==> src/rtl/regfile_wb_arbiter_if.sv <==
// Writeback request/grant bus between two requesters and the regfile port arbiter.
// master = requester/decode side, slave = arbiter.
interface regfile_wb_arbiter_if;
  logic        a_valid;
  logic        a_ready;
  logic [4:0]  a_addr;
  logic [63:0] a_data;
  logic        b_valid;
  logic        b_ready;
  logic [4:0]  b_addr;
  logic [63:0] b_data;
  logic        we3;
  logic [4:0]  wa3;
  logic [63:0] wd3;
  logic [4:0]  ra1;
  logic [4:0]  ra2;
  logic [63:0] rf_rd1;
  logic [63:0] rf_rd2;
  logic [63:0] rd1;
  logic [63:0] rd2;
  logic [15:0] conflict_cnt;

  modport master (
    output a_valid, a_addr, a_data, b_valid, b_addr, b_data, ra1, ra2, rf_rd1, rf_rd2,
    input  a_ready, b_ready, we3, wa3, wd3, rd1, rd2, conflict_cnt
  );

  modport slave (
    input  a_valid, a_addr, a_data, b_valid, b_addr, b_data, ra1, ra2, rf_rd1, rf_rd2,
    output a_ready, b_ready, we3, wa3, wd3, rd1, rd2, conflict_cnt
  );
endinterface

==> src/rtl/regfile_wb_arbiter.sv <==
// Two-requester arbiter for the single regfile write port with XZR drop, B anti-starvation and read forwarding.
// Latency: grant same cycle, we3 one cycle later; ready is combinational, at most one requester accepted per cycle.
module regfile_wb_arbiter #(
  parameter int unsigned STARVE_LIMIT = 4
) (
  input logic                 clk,
  input logic                 reset,
  regfile_wb_arbiter_if.slave bus
);
  localparam logic [4:0] XZR   = 5'd31;
  localparam logic [3:0] LIMIT = 4'(STARVE_LIMIT);

  logic [3:0]  starve_cnt;
  logic [15:0] conflict_q;
  logic        we3_q;
  logic [4:0]  wa3_q;
  logic [63:0] wd3_q;
  logic        b_prio;
  logic        a_xfer;
  logic        b_xfer;

  assign b_prio = (starve_cnt >= LIMIT);
  assign b_xfer = !reset && bus.b_valid && (b_prio || !bus.a_valid);
  assign a_xfer = !reset && bus.a_valid && !(bus.b_valid && b_prio);

  assign bus.a_ready      = a_xfer;
  assign bus.b_ready      = b_xfer;
  assign bus.we3          = we3_q;
  assign bus.wa3          = wa3_q;
  assign bus.wd3          = wd3_q;
  assign bus.conflict_cnt = conflict_q;

  // XZR reads never forward: the regfile already returns zero for it.
  assign bus.rd1 = (we3_q && (wa3_q == bus.ra1) && (bus.ra1 != XZR)) ? wd3_q : bus.rf_rd1;
  assign bus.rd2 = (we3_q && (wa3_q == bus.ra2) && (bus.ra2 != XZR)) ? wd3_q : bus.rf_rd2;

  always_ff @(posedge clk or posedge reset) begin
    if (reset) begin
      starve_cnt <= 4'd0;
      conflict_q <= 16'd0;
      we3_q      <= 1'b0;
      wa3_q      <= 5'd0;
      wd3_q      <= 64'd0;
    end else begin
      if (bus.b_valid && !b_xfer) begin
        if (starve_cnt != 4'hF) starve_cnt <= starve_cnt + 4'd1;
      end else begin
        starve_cnt <= 4'd0;
      end

      if (bus.a_valid && bus.b_valid && (conflict_q != 16'hFFFF))
        conflict_q <= conflict_q + 16'd1;

      we3_q <= 1'b0;
      if (a_xfer && (bus.a_addr != XZR)) begin
        we3_q <= 1'b1;
        wa3_q <= bus.a_addr;
        wd3_q <= bus.a_data;
      end else if (b_xfer && (bus.b_addr != XZR)) begin
        we3_q <= 1'b1;
        wa3_q <= bus.b_addr;
        wd3_q <= bus.b_data;
      end
    end
  end
endmodule
==> src/flat_wrapper.sv <==
// flat-port wrapper written by rule: the top's interface ports become plain ports
module regfile_wb_arbiter_flat 
#(
  parameter int unsigned STARVE_LIMIT = 4
)
  (clk, reset, bus_a_valid, bus_a_addr, bus_a_data, bus_b_valid, bus_b_addr, bus_b_data, bus_ra1, bus_ra2, bus_rf_rd1, bus_rf_rd2, bus_a_ready, bus_b_ready, bus_we3, bus_wa3, bus_wd3, bus_rd1, bus_rd2, bus_conflict_cnt);
  regfile_wb_arbiter_if bus_i ();
  input logic clk;
  input logic reset;
  input wire logic [$bits(bus_i.a_valid)-1:0] bus_a_valid;
  input wire logic [$bits(bus_i.a_addr)-1:0] bus_a_addr;
  input wire logic [$bits(bus_i.a_data)-1:0] bus_a_data;
  input wire logic [$bits(bus_i.b_valid)-1:0] bus_b_valid;
  input wire logic [$bits(bus_i.b_addr)-1:0] bus_b_addr;
  input wire logic [$bits(bus_i.b_data)-1:0] bus_b_data;
  input wire logic [$bits(bus_i.ra1)-1:0] bus_ra1;
  input wire logic [$bits(bus_i.ra2)-1:0] bus_ra2;
  input wire logic [$bits(bus_i.rf_rd1)-1:0] bus_rf_rd1;
  input wire logic [$bits(bus_i.rf_rd2)-1:0] bus_rf_rd2;
  output wire logic [$bits(bus_i.a_ready)-1:0] bus_a_ready;
  output wire logic [$bits(bus_i.b_ready)-1:0] bus_b_ready;
  output wire logic [$bits(bus_i.we3)-1:0] bus_we3;
  output wire logic [$bits(bus_i.wa3)-1:0] bus_wa3;
  output wire logic [$bits(bus_i.wd3)-1:0] bus_wd3;
  output wire logic [$bits(bus_i.rd1)-1:0] bus_rd1;
  output wire logic [$bits(bus_i.rd2)-1:0] bus_rd2;
  output wire logic [$bits(bus_i.conflict_cnt)-1:0] bus_conflict_cnt;
  assign bus_i.a_valid = bus_a_valid;
  assign bus_i.a_addr = bus_a_addr;
  assign bus_i.a_data = bus_a_data;
  assign bus_i.b_valid = bus_b_valid;
  assign bus_i.b_addr = bus_b_addr;
  assign bus_i.b_data = bus_b_data;
  assign bus_i.ra1 = bus_ra1;
  assign bus_i.ra2 = bus_ra2;
  assign bus_i.rf_rd1 = bus_rf_rd1;
  assign bus_i.rf_rd2 = bus_rf_rd2;
  assign bus_a_ready = bus_i.a_ready;
  assign bus_b_ready = bus_i.b_ready;
  assign bus_we3 = bus_i.we3;
  assign bus_wa3 = bus_i.wa3;
  assign bus_wd3 = bus_i.wd3;
  assign bus_rd1 = bus_i.rd1;
  assign bus_rd2 = bus_i.rd2;
  assign bus_conflict_cnt = bus_i.conflict_cnt;
  regfile_wb_arbiter #(.STARVE_LIMIT(STARVE_LIMIT)) u_core (.clk(clk), .reset(reset), .bus(bus_i));
endmodule
==> config.mk <==
export PLATFORM = sky130hd
export DESIGN_NAME = regfile_wb_arbiter_flat
export DESIGN_NICKNAME = d
export VERILOG_FILES = /design/src/rtl/regfile_wb_arbiter_if.sv /design/src/rtl/regfile_wb_arbiter.sv /design/src/flat_wrapper.sv
export SDC_FILE = /design/constraint.sdc
export NUM_CORES = 1
export LEC_CHECK = 0
export ABC_CLOCK_PERIOD_IN_PS = 11500
export CAP_MARGIN = 20
export CORE_AREA = 2 2 194 196
export CTS_BUF_LIST = sky130_fd_sc_hd__clkbuf_8
export CTS_CLUSTER_DIAMETER = 40
export DETAILED_ROUTE_END_ITERATION = 8
export DIE_AREA = 0 0 196 198
export SETUP_SLACK_MARGIN = 0.5
export SLEW_MARGIN = 20
export SYNTH_ARGS = -nofsm -noshare
export SYNTH_HDL_FRONTEND = slang
export SYNTH_SLANG_ARGS = --single-unit
==> constraint.sdc <==
create_clock -name clk -period 11.5 [get_ports clk]
set_clock_uncertainty 0.1 [all_clocks]
set_input_delay 3.45 -clock clk [delete_from_list [all_inputs] [get_ports clk]]
set_output_delay 3.45 -clock clk [all_outputs]
set_load 0.05 [all_outputs]
==> results <==
state kept, by name, summed over array words and instances (netlist names):
signal                   cells
u_core.bus.wa3               5
u_core.bus.wd3              64
u_core.bus.we3               1
u_core.bus.conflict_cnt     16
u_core.starve_cnt            4
layout by cell type (no fill, tap or decap), types with 6 or more instances in the layout:
cell	instances
sky130_fd_sc_hd__nand4_1	7
sky130_fd_sc_hd__buf_4	6
sky130_fd_sc_hd__nand2b_1	54
sky130_fd_sc_hd__inv_1	8
sky130_fd_sc_hd__clkdlybuf4s50_1	495
sky130_fd_sc_hd__nor2_1	17
sky130_fd_sc_hd__dfrtp_1	90
sky130_fd_sc_hd__mux2_4	100
sky130_fd_sc_hd__or2b_1	11
sky130_fd_sc_hd__mux2_2	31
sky130_fd_sc_hd__clkbuf_8	9
sky130_fd_sc_hd__nand2_1	11
sky130_fd_sc_hd__nand3_1	11
sky130_fd_sc_hd__o221a_2	61
sky130_fd_sc_hd__a21oi_1	6
sky130_fd_sc_hd__xor2_1	11
routing by layer:
layer	global-route usage, %	vias to the layer above	share of wire [%]
met5	0	-	0
met4	3.90	0	1.8
met3	4.72	25	8.1
met2	24.8	298	50
met1	16.9	3047	40
li1	-	2912	-
final cells by class:
cell class	instances	area, µm²	area share, %
clock inverter	7	108	0.897
tap	474	593	4.94
antenna	1	2.50	0.0209
timing repair buffer	503	5040	42.0
clock buffer	9	124	1.03
sequential	90	2250	18.8
inverter	10	40.0	0.334
multi-input combinational	378	3840	32.0
cell families (layout without fill, tap and decap cells):
kind of cell,count (synthesis),in the layout,synth area share (%)
buffers and inverters,43,529,4.65
XOR/XNOR,15,15,2.06
AO/OA/AOI/OAI,93,93,15.0
flip-flops,90,90,35.3
AND/OR/NAND/NOR,133,133,12.9
other,0,1,0
multiplexers,135,135,29.6
adder cells (fa/ha/maj),2,2,0.392
power breakdown:
part / switching [mW] / internal (mW)
clock: 0.141 / 0.127
combinational: 0.419 / 0.313
sequential: 0.0812 / 0.369
how the worst min path moves through the flow:
stage	start	end	slack, ns	cells past startpoint
6_report	u_core.bus.conflict_cnt[0]$_DFFE_PP0P_	u_core.bus.conflict_cnt[0]$_DFFE_PP0P_	0.46	1
5_1_grt	u_core.bus.conflict_cnt[0]$_DFFE_PP0P_	u_core.bus.conflict_cnt[0]$_DFFE_PP0P_	0.50	1
4_1_cts	u_core.bus.conflict_cnt[0]$_DFFE_PP0P_	u_core.bus.conflict_cnt[0]$_DFFE_PP0P_	0.47	1
3_5_place_dp	u_core.bus.conflict_cnt[5]$_DFFE_PP0P_	u_core.bus.conflict_cnt[5]$_DFFE_PP0P_	0.45	1
3_3_place_gp	u_core.bus.conflict_cnt[14]$_DFFE_PP0P_	u_core.bus.conflict_cnt[14]$_DFFE_PP0P_	0.40	1
2_1_floorplan	u_core.starve_cnt[1]$_DFFE_PP0P_	u_core.starve_cnt[1]$_DFFE_PP0P_	0.44	2
==> impl_metrics.prom <==
# TYPE chip_impl_metric gauge
chip_impl_metric{name="final_global_route_overflow_total",unit=""} 0
chip_impl_metric{name="routed-via-count",unit=""} 6282
chip_impl_metric{name="synthCells",unit=""} 511
chip_impl_metric{name="hold_violations",unit=""} 0
chip_impl_metric{name="timing_worst_slew_pin_value",unit="ns"} 1.02
chip_impl_info{name="worstSetupStartpoint",value="bus_ra1[2]"} 1
chip_impl_metric{name="synth_warnings",unit=""} 0
chip_impl_info{name="yosysMostFrequentCell",value="sky130_fd_sc_hd__mux2_4"} 1
chip_impl_metric{name="synth-async-reset-ratio",unit="%"} 100
chip_impl_metric{name="synth-seq-cells",unit=""} 90
chip_impl_info{name="start_kind",value="input pin"} 1
chip_impl_metric{name="number_of_maximum_capacitance_constraint_violations",unit=""} 0
chip_impl_info{name="worstSetupEndpoint",value="bus_rd1[1]"} 1
chip_impl_metric{name="detailedPlacementHpwl",unit="mm"} 22.1
chip_impl_metric{name="grt_max_degree",unit=""} 69
chip_impl_info{name="setup_repair_after_global_routing_missed_its_margin",value="no"} 1
chip_impl_metric{name="grt_pass1_wl",unit="mm"} 41.7
chip_impl_metric{name="fmaxAchievable",unit="MHz"} 99.8
chip_impl_info{name="crit_path_frequent_cell",value="sky130_fd_sc_hd__clkdlybuf4s50_1"} 1
chip_impl_metric{name="finalWeightedCongestion",unit=""} 0.789
chip_impl_metric{name="core-area",unit="mm²"} 0.0370
chip_impl_metric{name="drive_above_1_share",unit="%"} 23.4
chip_impl_info{name="regToRegEndpoint",value="u_core.bus.wd3[28]$_DFFE_PP0P_"} 1
chip_impl_info{name="worstPathCellList",value="clkdlybuf4s50_1, a41oi_1, o2111ai_4, buf_4, mux2_2, clkdlybuf4s50_1"} 1
chip_impl_metric{name="drt_first_iter_violations",unit=""} 241
chip_impl_metric{name="fp.dieArea",unit="mm²"} 0.0388
chip_impl_metric{name="grt_use_total",unit="%"} 14.3
chip_impl_metric{name="netlist_area",unit="mm²"} 0.00638
chip_impl_metric{name="fin_crit",unit="ns"} 10.02
chip_impl_metric{name="layout.core_utilization",unit="%"} 32.5
chip_impl_metric{name="slew_viol_final",unit=""} 0
chip_impl_info{name="cell_type_with_the_largest_total_area_after_synthesis",value="sky130_fd_sc_hd__dfrtp_1"} 1
chip_impl_info{name="path_delay_family",value="buffers and inverters"} 1
chip_impl_metric{name="top_level_ports",unit=""} 496
chip_impl_metric{name="ctsHoldBuffers",unit=""} 0
chip_impl_metric{name="yosysTopAreaCellShare",unit="%"} 35.3
chip_impl_metric{name="grt_pass1_vias",unit=""} 6578
chip_impl_info{name="critical_path.endpoint_type",value="output pin"} 1
chip_impl_metric{name="irDropWorstVdd",unit="mV"} 0.0943
chip_impl_metric{name="leakage_power_total",unit="nW"} 4.86
chip_impl_metric{name="layout_worst_path_cycle_share",unit="%"} 87.2
chip_impl_metric{name="setup_total_negative_slack",unit="ns"} 0
chip_impl_info{name="synth_ff_type",value="sky130_fd_sc_hd__dfrtp_1"} 1
chip_impl_info{name="synth_cell_count_leaders",value="sky130_fd_sc_hd__mux2_4 (100), sky130_fd_sc_hd__dfrtp_1 (90), sky130_fd_sc_hd__o221a_2 (61)"} 1
chip_impl_metric{name="cts_num_sinks",unit=""} 90
chip_impl_metric{name="post_layout_nonfiller_instances",unit=""} 1472
chip_impl_info{name="outcome",value="completed"} 1
chip_impl_metric{name="cts.repair.resized",unit=""} 0
chip_impl_metric{name="setup_viol",unit=""} 0
chip_impl_metric{name="drc",unit=""} 0
chip_impl_metric{name="cts_buffers",unit=""} 9
chip_impl_metric{name="fin_area",unit="mm²"} 0.0120
chip_impl_info{name="ctsRootBufferMaster",value="sky130_fd_sc_hd__clkbuf_8"} 1
chip_impl_metric{name="timing.max_slew.rel_slack",unit="%"} 32.0
chip_impl_metric{name="worstPathRequired",unit="ns"} 7.95
chip_impl_metric{name="power-per-cell-area",unit="mW/mm²"} 121
chip_impl_metric{name="floorplan.die.height",unit="µm"} 198
chip_impl_metric{name="floorplan.die.width",unit="µm"} 196
chip_impl_metric{name="length_in_cells_of_the_worst_reg_to_reg_path",unit=""} 6
chip_impl_metric{name="place_inst",unit=""} 1455
chip_impl_metric{name="power",unit="mW"} 1.45
chip_impl_metric{name="timing.critical_path.arrival",unit="ns"} 6.47
chip_impl_metric{name="number_of_rows_in_the_core_area",unit=""} 71
chip_impl_info{name="tritoncts",value="yes"} 1
chip_impl_metric{name="syn_nets",unit=""} 793
chip_impl_metric{name="critical_path_buf_inv_count",unit=""} 3
chip_impl_info{name="min_path_type",value="flip-flop to flip-flop"} 1
chip_impl_metric{name="layout.filler_cells",unit=""} 3795
chip_impl_metric{name="cts_max_path_buffers",unit=""} 2
chip_impl_metric{name="number_of_optimization_iterations_in_the_first_detailed_route_pass",unit=""} 4
chip_impl_metric{name="clk_transition_reported_paths",unit="ns"} 0.11
chip_impl_metric{name="final.hold.worst_slack",unit="ns"} 0.456
chip_impl_metric{name="start_util",unit="%"} 17.3
chip_impl_metric{name="critical_path_depth",unit=""} 6
chip_impl_metric{name="post-cts-setup-buffers",unit=""} 0
chip_impl_metric{name="yosysSeqAreaShare",unit="%"} 35.3
chip_impl_metric{name="drt-total-wl",unit="mm"} 28.5
chip_impl_metric{name="clock_insertion_delay_worst_skew",unit="ns"} 0.41
chip_impl_metric{name="cts.htree.levels",unit=""} 3
chip_impl_metric{name="routedWlPerCell",unit="µm"} 19.4
chip_impl_info{name="rr_startpoint",value="u_core.starve_cnt[2]$_DFFE_PP0P_"} 1
chip_impl_metric{name="synth.distinct_cells",unit=""} 49
chip_impl_metric{name="num-nets-final",unit=""} 1274
chip_impl_metric{name="area_delta_synth_final",unit="%"} 88.1
chip_impl_metric{name="antenna_violating_nets_post_route",unit=""} 0
chip_impl_metric{name="placement.setup.worst_slack",unit="ns"} 1.44
chip_impl_info{name="critical_path.slowest_cell",value="sky130_fd_sc_hd__o2111ai_4"} 1
chip_impl_info{name="timing.setup.critical_path_class",value="input pin to output pin"} 1
chip_impl_metric{name="post_synth.cell_area_avg",unit="µm²"} 12.5
chip_impl_metric{name="worstPathMaxFanout",unit=""} 18
chip_impl_info{name="synth_top_cells_by_area",value="sky130_fd_sc_hd__dfrtp_1 (35%), sky130_fd_sc_hd__mux2_4 (24%), sky130_fd_sc_hd__o221a_2 (11%)"} 1
chip_impl_metric{name="drt-vias-per-instance",unit=""} 4.27
chip_impl_metric{name="crit_path_max_incr_delay",unit="ns"} 0.84
chip_impl_metric{name="worst_slack_setup_final",unit="ns"} 1.48
chip_impl_metric{name="place.port_buffers",unit=""} 495
chip_impl_metric{name="initial_antenna_violation_count",unit=""} 1
chip_impl_metric{name="reg2reg_slack",unit="ns"} 8.63
chip_impl_metric{name="synth-edff-count",unit=""} 0
chip_impl_metric{name="postPlaceCellArea",unit="mm²"} 0.0118
(Power assumes the default switching activity.)
==> patch (same flow settings) <==
Reset style: synchronous (`reset`), changed in one clocked block.
--- a/src/rtl/regfile_wb_arbiter.sv
+++ b/src/rtl/regfile_wb_arbiter.sv
@@ -34,7 +34,7 @@
   assign bus.rd1 = (we3_q && (wa3_q == bus.ra1) && (bus.ra1 != XZR)) ? wd3_q : bus.rf_rd1;
   assign bus.rd2 = (we3_q && (wa3_q == bus.ra2) && (bus.ra2 != XZR)) ? wd3_q : bus.rf_rd2;
 
-  always_ff @(posedge clk or posedge reset) begin
+  always_ff @(posedge clk) begin
     if (reset) begin
       starve_cnt <= 4'd0;
       conflict_q <= 16'd0;
Formal check against the unedited RTL: differs if reset is asserted again (counterexample within 4 cycles, from zero or initial values and one cycle with reset high); with reset held inactive, the same outputs for 4 cycles.
==> patch against the unedited design <==
Total power down 29%. Sequential cell count unchanged. Setup slack better by 0.12 ns. Count of clock-buffer cells in the layout unchanged. Highest routed layer is now met5. Area after synthesis down 8.8%. Critical path type unchanged. Cell area down 5.7%. Wire length up 1.6%. Register-to-register slack better by 0.26 ns. Non-clock buffer count down 2.
==> patch: results (changes against the unedited design) <==
status: "completed"
hold_start: "u_core.starve_cnt[0]"
cts.clk_slew.worst_paths_ns: 0.11  # about the same
firstDrtPassIters: 4  # unchanged
drt-wirelength-per-cell_um: 18.08  # -6.6%
hp-class: "reg2reg"
n_fill_cell: 3880  # +2.2%
grt_first_pass_wirelength_um: 41590  # -0.22%
clk_latency_ns: 0.39  # -0.02 ns
vias: 6850  # +9.0%
fin_crit_sh: 0.8615  # -0.01005
clk_path_buf_depth: 2  # unchanged
ys.flop_type: "dfxtp_1"
gp_congestion: 0.8146  # +3.3%
p_leak_nw: 4.069  # -16%
drive_gt1_frac: 0.1464  # -0.08729
slowest_delay_ns: 0.73  # -0.11 ns
synth_commonest_cells: "nand2_1 (151), mux2_2 (123), dfxtp_1 (90), nor2_1 (79), a311oi_1 (69)"
cts_resized: 0  # unchanged
ant_nets: 0  # unchanged
antenna_found_initial: 2  # +1
p_int_mw: 0.6137  # -24%
reg2reg_depth: 6  # unchanged
cp.arrival_ns: 6.36  # -0.11 ns
vdd_drop_max_v: 0.00005882  # -38%
drtIter0Drc: 225  # -6.6%
nets: 1404  # +10%
yosysWarnings: 0  # unchanged
syn-num-nets: 946  # +19%
crit_family: "buffers and inverters"
synth.yosys.seq_area_share: 0.3097  # -0.04340
synthArstFlopShare: 0  # -1.000
place_inst: 1584  # +8.9%
crit-reg2reg-launch: "u_core.starve_cnt[3]"
critPathCaptureType: "output pin"
synth_top_cells_by_area: "dfxtp_1 (31%), mux2_2 (24%), a311oi_1 (10%)"
cts_made_buffers: 9  # unchanged
grt_usage: 0.1407  # -0.002075
post_cts_buffers: 0  # unchanged
cts-root-buf: "clkbuf_8"
ff2ff_setup_slack_ns: 8.89  # +0.26 ns
cp-endpoint: "bus_rd1[12]"
place_ws_ns: 1.620  # +0.1825 ns
drt-total-wl_um: 28950  # +1.6%
grt_max_degree: 97  # +41%
cpMaxStageDelayCell: "clkdlybuf4s50_1"
antenna_cells: 0  # -1
largest_reg_flops: 64  # unchanged
hpwl_um: 22240  # +0.75%
maxCapViolCount: 0  # unchanged
netlist_instances: 664  # +30%
worstPathMaxFanout: 50  # +32
hold_path_end: "u_core.starve_cnt[0]"
tightest_slew_ns: 0.9515  # -0.06795 ns
grt_pass1_vias: 6577  # -0.015%
r2r_end: "u_core.bus.wd3[46]"
ys_types: 50  # +2.0%
hold_buffers: 0  # unchanged
-- patch: power by group through the flow --
stage / logic, mW / registers, mW / clock network, mW
after floorplan: 0.187 / 0.427 / 0
after global placement: 0.458 / 0.370 / 0
after detailed placement: 0.460 / 0.371 / 0
after CTS: 0.462 / 0.364 / 0.226
after global routing: 0.482 / 0.366 / 0.239
final: 0.460 / 0.363 / 0.208
-- patch: kinds of logic (layout without fill, tap and decap cells) --
group / after synthesis / count (layout) / share of synthesized area
muxes: 136 / 136 / 0.2687
other: 1 / 1 / 0.0006447
buffers and inverters: 56 / 519 / 0.05743
AOI/OAI and AO/OA: 92 / 92 / 0.1402
and+or+nand+nor: 278 / 278 / 0.2054
DFF: 90 / 90 / 0.3097
adders and majority gates: 2 / 2 / 0.004301
xor gates and xnor gates: 9 / 9 / 0.01355
-- patch: cell type report --
| cell class | instances | share of cell area |
|---|---|---|
| inverter | 2 | 0.0006636 |
| multi-input combinational | 518 | 0.3268 |
| tap | 474 | 0.05243 |
| clock inverter | 7 | 0.004092 |
| timing repair buffer | 501 | 0.4457 |
| sequential | 90 | 0.1593 |
| clock buffer | 9 | 0.01095 |
-- patch: routing by layer --
layer  share of wire  vias up  track usage
met3           0.065       29      0.03373
met2            0.50      263       0.2432
li1                -     3316            -
met4           0.015        4      0.03620
met5         0.00093        -            0
met1            0.42     3238       0.1752
-- patch: stage by stage --
| stage | area (um^2) | hold WS [ns] |
|---|---|---|
| after floorplan | 5817 | 0.2984 |
| after global placement | 11110 | 0.3079 |
| after detailed placement | 11110 | 0.3242 |
| after CTS | 11280 | 0.3429 |
| after global routing | 11310 | 0.3626 |
| final | 11310 | 0.3386 |
